===== config.mk =====
export PLATFORM = sky130hd
export DESIGN_NAME = dreamshp_rom_loader
export DESIGN_NICKNAME = d
export VERILOG_FILES = /design/src/rtl/dreamshp_loader_pkg.sv /design/src/rtl/dreamshp_region_decode.sv /design/src/rtl/dreamshp_rom_loader.sv
export SDC_FILE = /design/constraint.sdc
export NUM_CORES = 1
export LEC_CHECK = 0
export CORE_MARGIN = 2
export CORE_UTILIZATION = 48
export CTS_CLUSTER_SIZE = 16
export DETAILED_ROUTE_END_ITERATION = 16
export PLACE_DENSITY = 0.8
export SLEW_MARGIN = 10
export SYNTH_ARGS = -nofsm -noshare
export SYNTH_HDL_FRONTEND = slang
export SYNTH_HIERARCHICAL = 1
export SYNTH_SLANG_ARGS = --single-unit

===== constraint.sdc =====
create_clock -name CLK -period 3.8 [get_ports CLK]
set_clock_uncertainty 0.2 [all_clocks]
set_input_delay 0.76 -clock CLK [delete_from_list [all_inputs] [get_ports CLK]]
set_output_delay 0.76 -clock CLK [all_outputs]
set_load 0.02 [all_outputs]

===== src/rtl/dreamshp_loader_pkg.sv =====
// Shared definitions for the Dream Shopper ROM loader.
// Contents:
//   - the download address map (region bases and the end of the image);
//   - the region index and loader state enums;
//   - default image size, settle length and counter width;
//   - a helper that turns a region index into its one-hot write strobe.
package dreamshp_loader_pkg;

  // Absolute download addresses. Each region ends where the next one begins.
  localparam logic [24:0] CPU_BASE  = 25'h000_0000;
  localparam logic [24:0] GFX_BASE  = 25'h000_8000;
  localparam logic [24:0] COL_BASE  = 25'h000_A000;
  localparam logic [24:0] LUT_BASE  = 25'h000_A020;
  localparam logic [24:0] SND_BASE  = 25'h000_A120;
  localparam logic [24:0] IMG_LIMIT = 25'h000_A220;

  localparam int          NUM_REGIONS           = 5;
  localparam logic [16:0] EXPECTED_SIZE_DEFAULT = 17'd41504;
  localparam int          HOLD_CYCLES_DEFAULT   = 16;
  localparam int          CNT_W_DEFAULT         = 17;

  typedef enum logic [2:0] {
    REG_CPU = 3'd0,
    REG_GFX = 3'd1,
    REG_COL = 3'd2,
    REG_LUT = 3'd3,
    REG_SND = 3'd4
  } region_e;

  typedef enum logic [1:0] {
    ST_IDLE   = 2'd0,
    ST_LOAD   = 2'd1,
    ST_SETTLE = 2'd2,
    ST_RUN    = 2'd3
  } state_e;

  function automatic logic [NUM_REGIONS-1:0] region_onehot(region_e r);
    return NUM_REGIONS'(1) << r;
  endfunction

endpackage


===== src/rtl/dreamshp_region_decode.sv =====
// Combinational decoder from an absolute download address to a ROM region.
// Ports:
//   dn_addr   in  25  absolute byte address from the download stream
//   valid     out 1   address falls inside the image (below 0xA220)
//   region_oh out 5   one-hot region strobe, all zero when not valid
//   rel_addr  out 16  address relative to the region base, zero when not valid
module dreamshp_region_decode
  import dreamshp_loader_pkg::*;
(
  input  logic [24:0]            dn_addr,
  output logic                   valid,
  output logic [NUM_REGIONS-1:0] region_oh,
  output logic [15:0]            rel_addr
);

  region_e     region;
  logic [15:0] base;

  // Full 25-bit compares so that any set bit in 24:16 lands in the
  // out-of-range branch rather than aliasing into a low region.
  always_comb begin
    valid     = 1'b1;
    region    = REG_CPU;
    base      = CPU_BASE[15:0];
    region_oh = '0;
    rel_addr  = '0;
    if (dn_addr < GFX_BASE) begin
      region = REG_CPU;
      base   = CPU_BASE[15:0];
    end else if (dn_addr < COL_BASE) begin
      region = REG_GFX;
      base   = GFX_BASE[15:0];
    end else if (dn_addr < LUT_BASE) begin
      region = REG_COL;
      base   = COL_BASE[15:0];
    end else if (dn_addr < SND_BASE) begin
      region = REG_LUT;
      base   = LUT_BASE[15:0];
    end else if (dn_addr < IMG_LIMIT) begin
      region = REG_SND;
      base   = SND_BASE[15:0];
    end else begin
      valid = 1'b0;
    end
    if (valid) begin
      region_oh = region_onehot(region);
      rel_addr  = dn_addr[15:0] - base;
    end
  end

endmodule


===== src/rtl/dreamshp_rom_loader.sv =====
// Sequences the HPS ROM download stream into the Dream Shopper ROM/PROM
// regions, validates the image size and holds the core in reset until a
// valid image has loaded and a short settle window has passed.
// Ports:
//   CLK, RESET          clock and synchronous active-high reset
//   dn_download         download in progress (level)
//   dn_wr               one-cycle byte strobe, honoured only while downloading
//   dn_addr, dn_data    absolute byte address and data
//   rom_addr, rom_data  registered region-relative address and data
//   rom_we              registered one-hot region write enable
//   core_reset          registered reset to the core
//   load_done, load_err sticky image verdicts, cleared when a download starts
//   byte_count          accepted in-range writes in the current/last download
module dreamshp_rom_loader
  import dreamshp_loader_pkg::*;
#(
  parameter int               CNT_W         = CNT_W_DEFAULT,
  parameter logic [CNT_W-1:0] EXPECTED_SIZE = CNT_W'(EXPECTED_SIZE_DEFAULT),
  parameter int               HOLD_CYCLES   = HOLD_CYCLES_DEFAULT
) (
  input  logic                   CLK,
  input  logic                   RESET,
  input  logic                   dn_download,
  input  logic                   dn_wr,
  input  logic [24:0]            dn_addr,
  input  logic [7:0]             dn_data,
  output logic [15:0]            rom_addr,
  output logic [7:0]             rom_data,
  output logic [NUM_REGIONS-1:0] rom_we,
  output logic                   core_reset,
  output logic                   load_done,
  output logic                   load_err,
  output logic [CNT_W-1:0]       byte_count
);

  localparam int               HOLD_W    = (HOLD_CYCLES > 1) ? $clog2(HOLD_CYCLES) : 1;
  localparam logic [HOLD_W-1:0] HOLD_LOAD = HOLD_W'(HOLD_CYCLES - 1);

  state_e                   state_q, state_d;
  logic [HOLD_W-1:0]        hold_q, hold_d;
  logic [CNT_W-1:0]         byte_count_q, byte_count_d;
  logic                     load_done_q, load_done_d;
  logic                     load_err_q, load_err_d;
  logic                     range_err_q, range_err_d;
  logic                     core_reset_q, core_reset_d;
  logic [NUM_REGIONS-1:0]   rom_we_q, rom_we_d;
  logic [15:0]              rom_addr_q, rom_addr_d;
  logic [7:0]               rom_data_q, rom_data_d;

  logic                     addr_valid;
  logic [NUM_REGIONS-1:0]   addr_region_oh;
  logic [15:0]              addr_rel;
  logic                     wr_ok;

  dreamshp_region_decode u_decode (
    .dn_addr   (dn_addr),
    .valid     (addr_valid),
    .region_oh (addr_region_oh),
    .rel_addr  (addr_rel)
  );

  // A strobe outside a download is meaningless; any download level forces
  // the FSM into LOAD this cycle, so an accepted write always counts there.
  assign wr_ok = dn_download & dn_wr;

  // Next-state, counters and write path. Entry clears are applied after the
  // state decision so a write arriving on the rising download edge is
  // counted on top of the cleared count rather than lost.
  always_comb begin
    state_d      = state_q;
    hold_d       = hold_q;
    byte_count_d = byte_count_q;
    load_done_d  = load_done_q;
    load_err_d   = load_err_q;
    range_err_d  = range_err_q;
    rom_we_d     = '0;
    rom_addr_d   = rom_addr_q;
    rom_data_d   = rom_data_q;

    case (state_q)
      ST_IDLE: begin
        if (dn_download) state_d = ST_LOAD;
      end
      ST_LOAD: begin
        if (!dn_download) begin
          state_d = ST_SETTLE;
          hold_d  = HOLD_LOAD;
        end
      end
      ST_SETTLE: begin
        if (dn_download) begin
          state_d = ST_LOAD;
        end else if (hold_q == '0) begin
          if ((byte_count_q == EXPECTED_SIZE) && !range_err_q) begin
            load_done_d = 1'b1;
            state_d     = ST_RUN;
          end else begin
            load_err_d = 1'b1;
            state_d    = ST_IDLE;
          end
        end else begin
          hold_d = hold_q - HOLD_W'(1);
        end
      end
      ST_RUN: begin
        if (dn_download) state_d = ST_LOAD;
      end
      default: state_d = ST_IDLE;
    endcase

    if ((state_d == ST_LOAD) && (state_q != ST_LOAD)) begin
      byte_count_d = '0;
      load_done_d  = 1'b0;
      load_err_d   = 1'b0;
      range_err_d  = 1'b0;
    end

    if (wr_ok) begin
      if (addr_valid) begin
        rom_we_d   = addr_region_oh;
        rom_addr_d = addr_rel;
        rom_data_d = dn_data;
        if (byte_count_d != '1) byte_count_d = byte_count_d + CNT_W'(1);
      end else begin
        range_err_d = 1'b1;
      end
    end

    core_reset_d = (state_d != ST_RUN);
  end

  // State and output registers with synchronous reset.
  always_ff @(posedge CLK) begin
    if (RESET) begin
      state_q      <= ST_IDLE;
      hold_q       <= '0;
      byte_count_q <= '0;
      load_done_q  <= 1'b0;
      load_err_q   <= 1'b0;
      range_err_q  <= 1'b0;
      core_reset_q <= 1'b1;
      rom_we_q     <= '0;
      rom_addr_q   <= '0;
      rom_data_q   <= '0;
    end else begin
      state_q      <= state_d;
      hold_q       <= hold_d;
      byte_count_q <= byte_count_d;
      load_done_q  <= load_done_d;
      load_err_q   <= load_err_d;
      range_err_q  <= range_err_d;
      core_reset_q <= core_reset_d;
      rom_we_q     <= rom_we_d;
      rom_addr_q   <= rom_addr_d;
      rom_data_q   <= rom_data_d;
    end
  end

  assign rom_we     = rom_we_q;
  assign rom_addr   = rom_addr_q;
  assign rom_data   = rom_data_q;
  assign core_reset = core_reset_q;
  assign load_done  = load_done_q;
  assign load_err   = load_err_q;
  assign byte_count = byte_count_q;

endmodule


==> out/results.tsv <==
metric	value	unit
max_freq	0.281	GHz
wire_per_inst	13.7	um
maxCapViolations	0	
min_period	3.56	ns
cp-startpoint	dn_addr[24]	
cts.sinks	56	
syn_to_final_growth	40.1	%
synth_largest_area_cell	dfxtp_1	
p_leak	1.48	nW
p_per_area	274	mW/mm^2
vias	3099	
fin_crit_sh	0.937	
p_int	851	uW
critPathTopFamily	simple AND/OR/NAND/NOR gates	
setup_ws	0.240	ns
cts_root_buf	clkbuf_8	
cp_cell_sequence	clkdlybuf4s50_1 > or4_4 > nor3_1 > o21ai_0 > nor2_1 > ha_1 > or3b_2 > a21oi_2 > a21oi_1 > a21oi_2 > nand2_1 > a21oi_1	
avgSynthCellArea	7.86	sq um
crit_required	3.83	ns
ys_seq_area_frac	0.373	
dp_hpwl	5.89	mm
drtAntennaViolNets	0	
rows	28	
die_height	83.2	um
worst_pin_slew	0.635	ns
max_slew_margin	0.577	
coreArea	0.00599	sq mm
drt_iter0_markers	170	
rr_worst_depth	12	
yosys-top-cells-count	nand2_1, dfxtp_1, a21oi_1, nor2_1, nand3_1	
critPathKind	input pin to register	
hold_viol	0	
p_sw	303	uW
cts_buffer_depth	2	
rsz0062_at_grt	no	
ys_types	59	
p_sw_frac	0.263	
synthDominantCellAreaShare	0.373	
seq_power_share	0.524	
ir_drop	0.191	mV
p_comb_frac	0.189	
syn_area	0.00301	sq mm
htree_levels	2	
post-place-ws	-0.160	ns
grt_max_degree	25	
grt_pass1_wl	13.0	mm
layout-drive-gt1-share	0.127	
grt_antenna_before_repair	0	
grt_usage	0.223	
pin_count	86	
critPathMaxFanout	4	
slowest_delay	0.57	ns
grt_pass1_vias	2941	
clk_pin_slew	0.09	ns
routed_wl	7.76	mm
final_util	0.704	
status	finished clean	
drt_first_pass_iters	4	
power	1.15	mW
synthFlopType	dfxtp_1	
yosysWarnings	6	
hold_slack	0.260	ns
synth_cells	383	
cts_made_buffers	5	
cp.arrival	3.59	ns
reg2reg_from	byte_count[15]	
cts_setup_buffers	0	
start_util	0.502	
place.gp.congestion	0.906	
synth_nets	429	
hp-start	rom_data[3]	
yosysMostFrequentCell	nand2_1	
crit_cells	12	
cpMaxStageDelayCell	or4_4	
portBuffers	85	
synth_edf_count	0	
min_path_type	register to register	
finalSetupViolations	0	
dieArea	0.00692	sq mm
n_antenna_cell	0	
endpoint_kind	register	
yosys_register_bits	56	
grt_overflow	0	
clkPwrFrac	0.287	
cts_tree	done	
hold_depth	2	
startpoint_type	input pin	
netlist_top_cells_area	dfxtp_1, nand2_1, a21oi_1	
fin_nets	535	
fp.dieW	83.2	um
path_buf_inv	1	
vias_per_cell	5.48	
slew_violations	0	
worstSkewPairLatency	0.31	ns
synth-async-reset-ratio	0	
remaining_drc_errors	0	
-- power by group through the flow --
stage                     registers [mW]  clock network (mW)  logic [mW]
after floorplan                    0.617                   0       0.130
after global placement             0.618                   0       0.206
after detailed placement           0.618                   0       0.211
after CTS                          0.605               0.340       0.212
after global routing               0.607               0.369       0.239
final                              0.605               0.332       0.218
-- cells in the final DEF (no fill, tap or decap), types with 5 or more instances in the layout --
| master | instances |
|---|---|
| clkdlybuf4s50_1 | 85 |
| nand2_1 | 68 |
| dfxtp_1 | 56 |
| nor2_1 | 40 |
| a21oi_1 | 38 |
| buf_4 | 34 |
| nand3_1 | 14 |
| and2_1 | 13 |
| o21ai_0 | 12 |
| inv_1 | 9 |
| nor3_1 | 9 |
| ha_1 | 9 |
| or3_1 | 8 |
| and3_1 | 6 |
| xor2_1 | 6 |
| xnor2_1 | 6 |
| clkbuf_8 | 6 |
| a21oi_2 | 5 |
-- metal layers --
layer,vias to the layer above,wire length [um],GRT usage
met5,-,0,0
met4,0,98,0.0626
met3,13,370,0.0457
met2,83,3940,0.405
met1,1457,3350,0.263
li1,1546,-,-
-- worst register-to-register path, stage by stage, from the launching register on --
cell and delay (ns):
dfxtp_1 0.40, nor4bb_1 0.48, nand3_1 0.19, nor3_2 0.29, mux2i_1 0.33, and2_1 0.20, ha_1 0.19, and2_1 0.15
and3_1 0.18, nor2b_1 0.21, a21boi_4 0.31, or3_1 0.15, a21oi_1 0.06
-- metrics by stage --
| stage | cells | area (sq um) | setup TNS (ns) |
|---|---|---|---|
| floorplan | 383 | 3010 | 0 |
| global placement | 557 | 4100 | -0.0265 |
| detailed placement | 557 | 4100 | -0.443 |
| CTS | 565 | 4190 | 0 |
| global route | 565 | 4220 | 0 |
| finish | 565 | 4220 | 0 |
-- what timing repair did --
action	in CTS	in global routing
hold endpoints to repair	0	0
gates resized for setup	0	6
endpoints found under the setup margin	0	16
hold buffers	0	0
-- registers in the layout (all words and copies together), names as in the netlist --
register and flops:
rom_we 5, state_q 2, rom_addr 16, range_err_q 1, hold_q 4, load_err 1, load_done 1, rom_data 8
core_reset 1, byte_count 17
-- final timing paths --
check | to | slack, ns
max | rom_addr[14] | 0.24
min | rom_data[3] | 0.26
max reg2reg | byte_count[5] | 0.33
min reg2reg | rom_data[3] | 0.26
-- cells by family after synthesis --
group,share of synthesized area
xor+xnor,0.0349
flops,0.373
simple gates,0.343
compound gates,0.160
fa+ha+maj,0.0374
mux,0.00333
buf+inv,0.0491
-- cell type report --
class                      instances  area (sq um)
inverter                          10          37.5
multi-input combinational        297          1770
fill                             488          1780
tap                               75          93.8
clock buffer                       8          90.1
sequential                        56          1120
timing repair buffer             119          1110
Note: power is estimated with default switching activity, not from simulation.
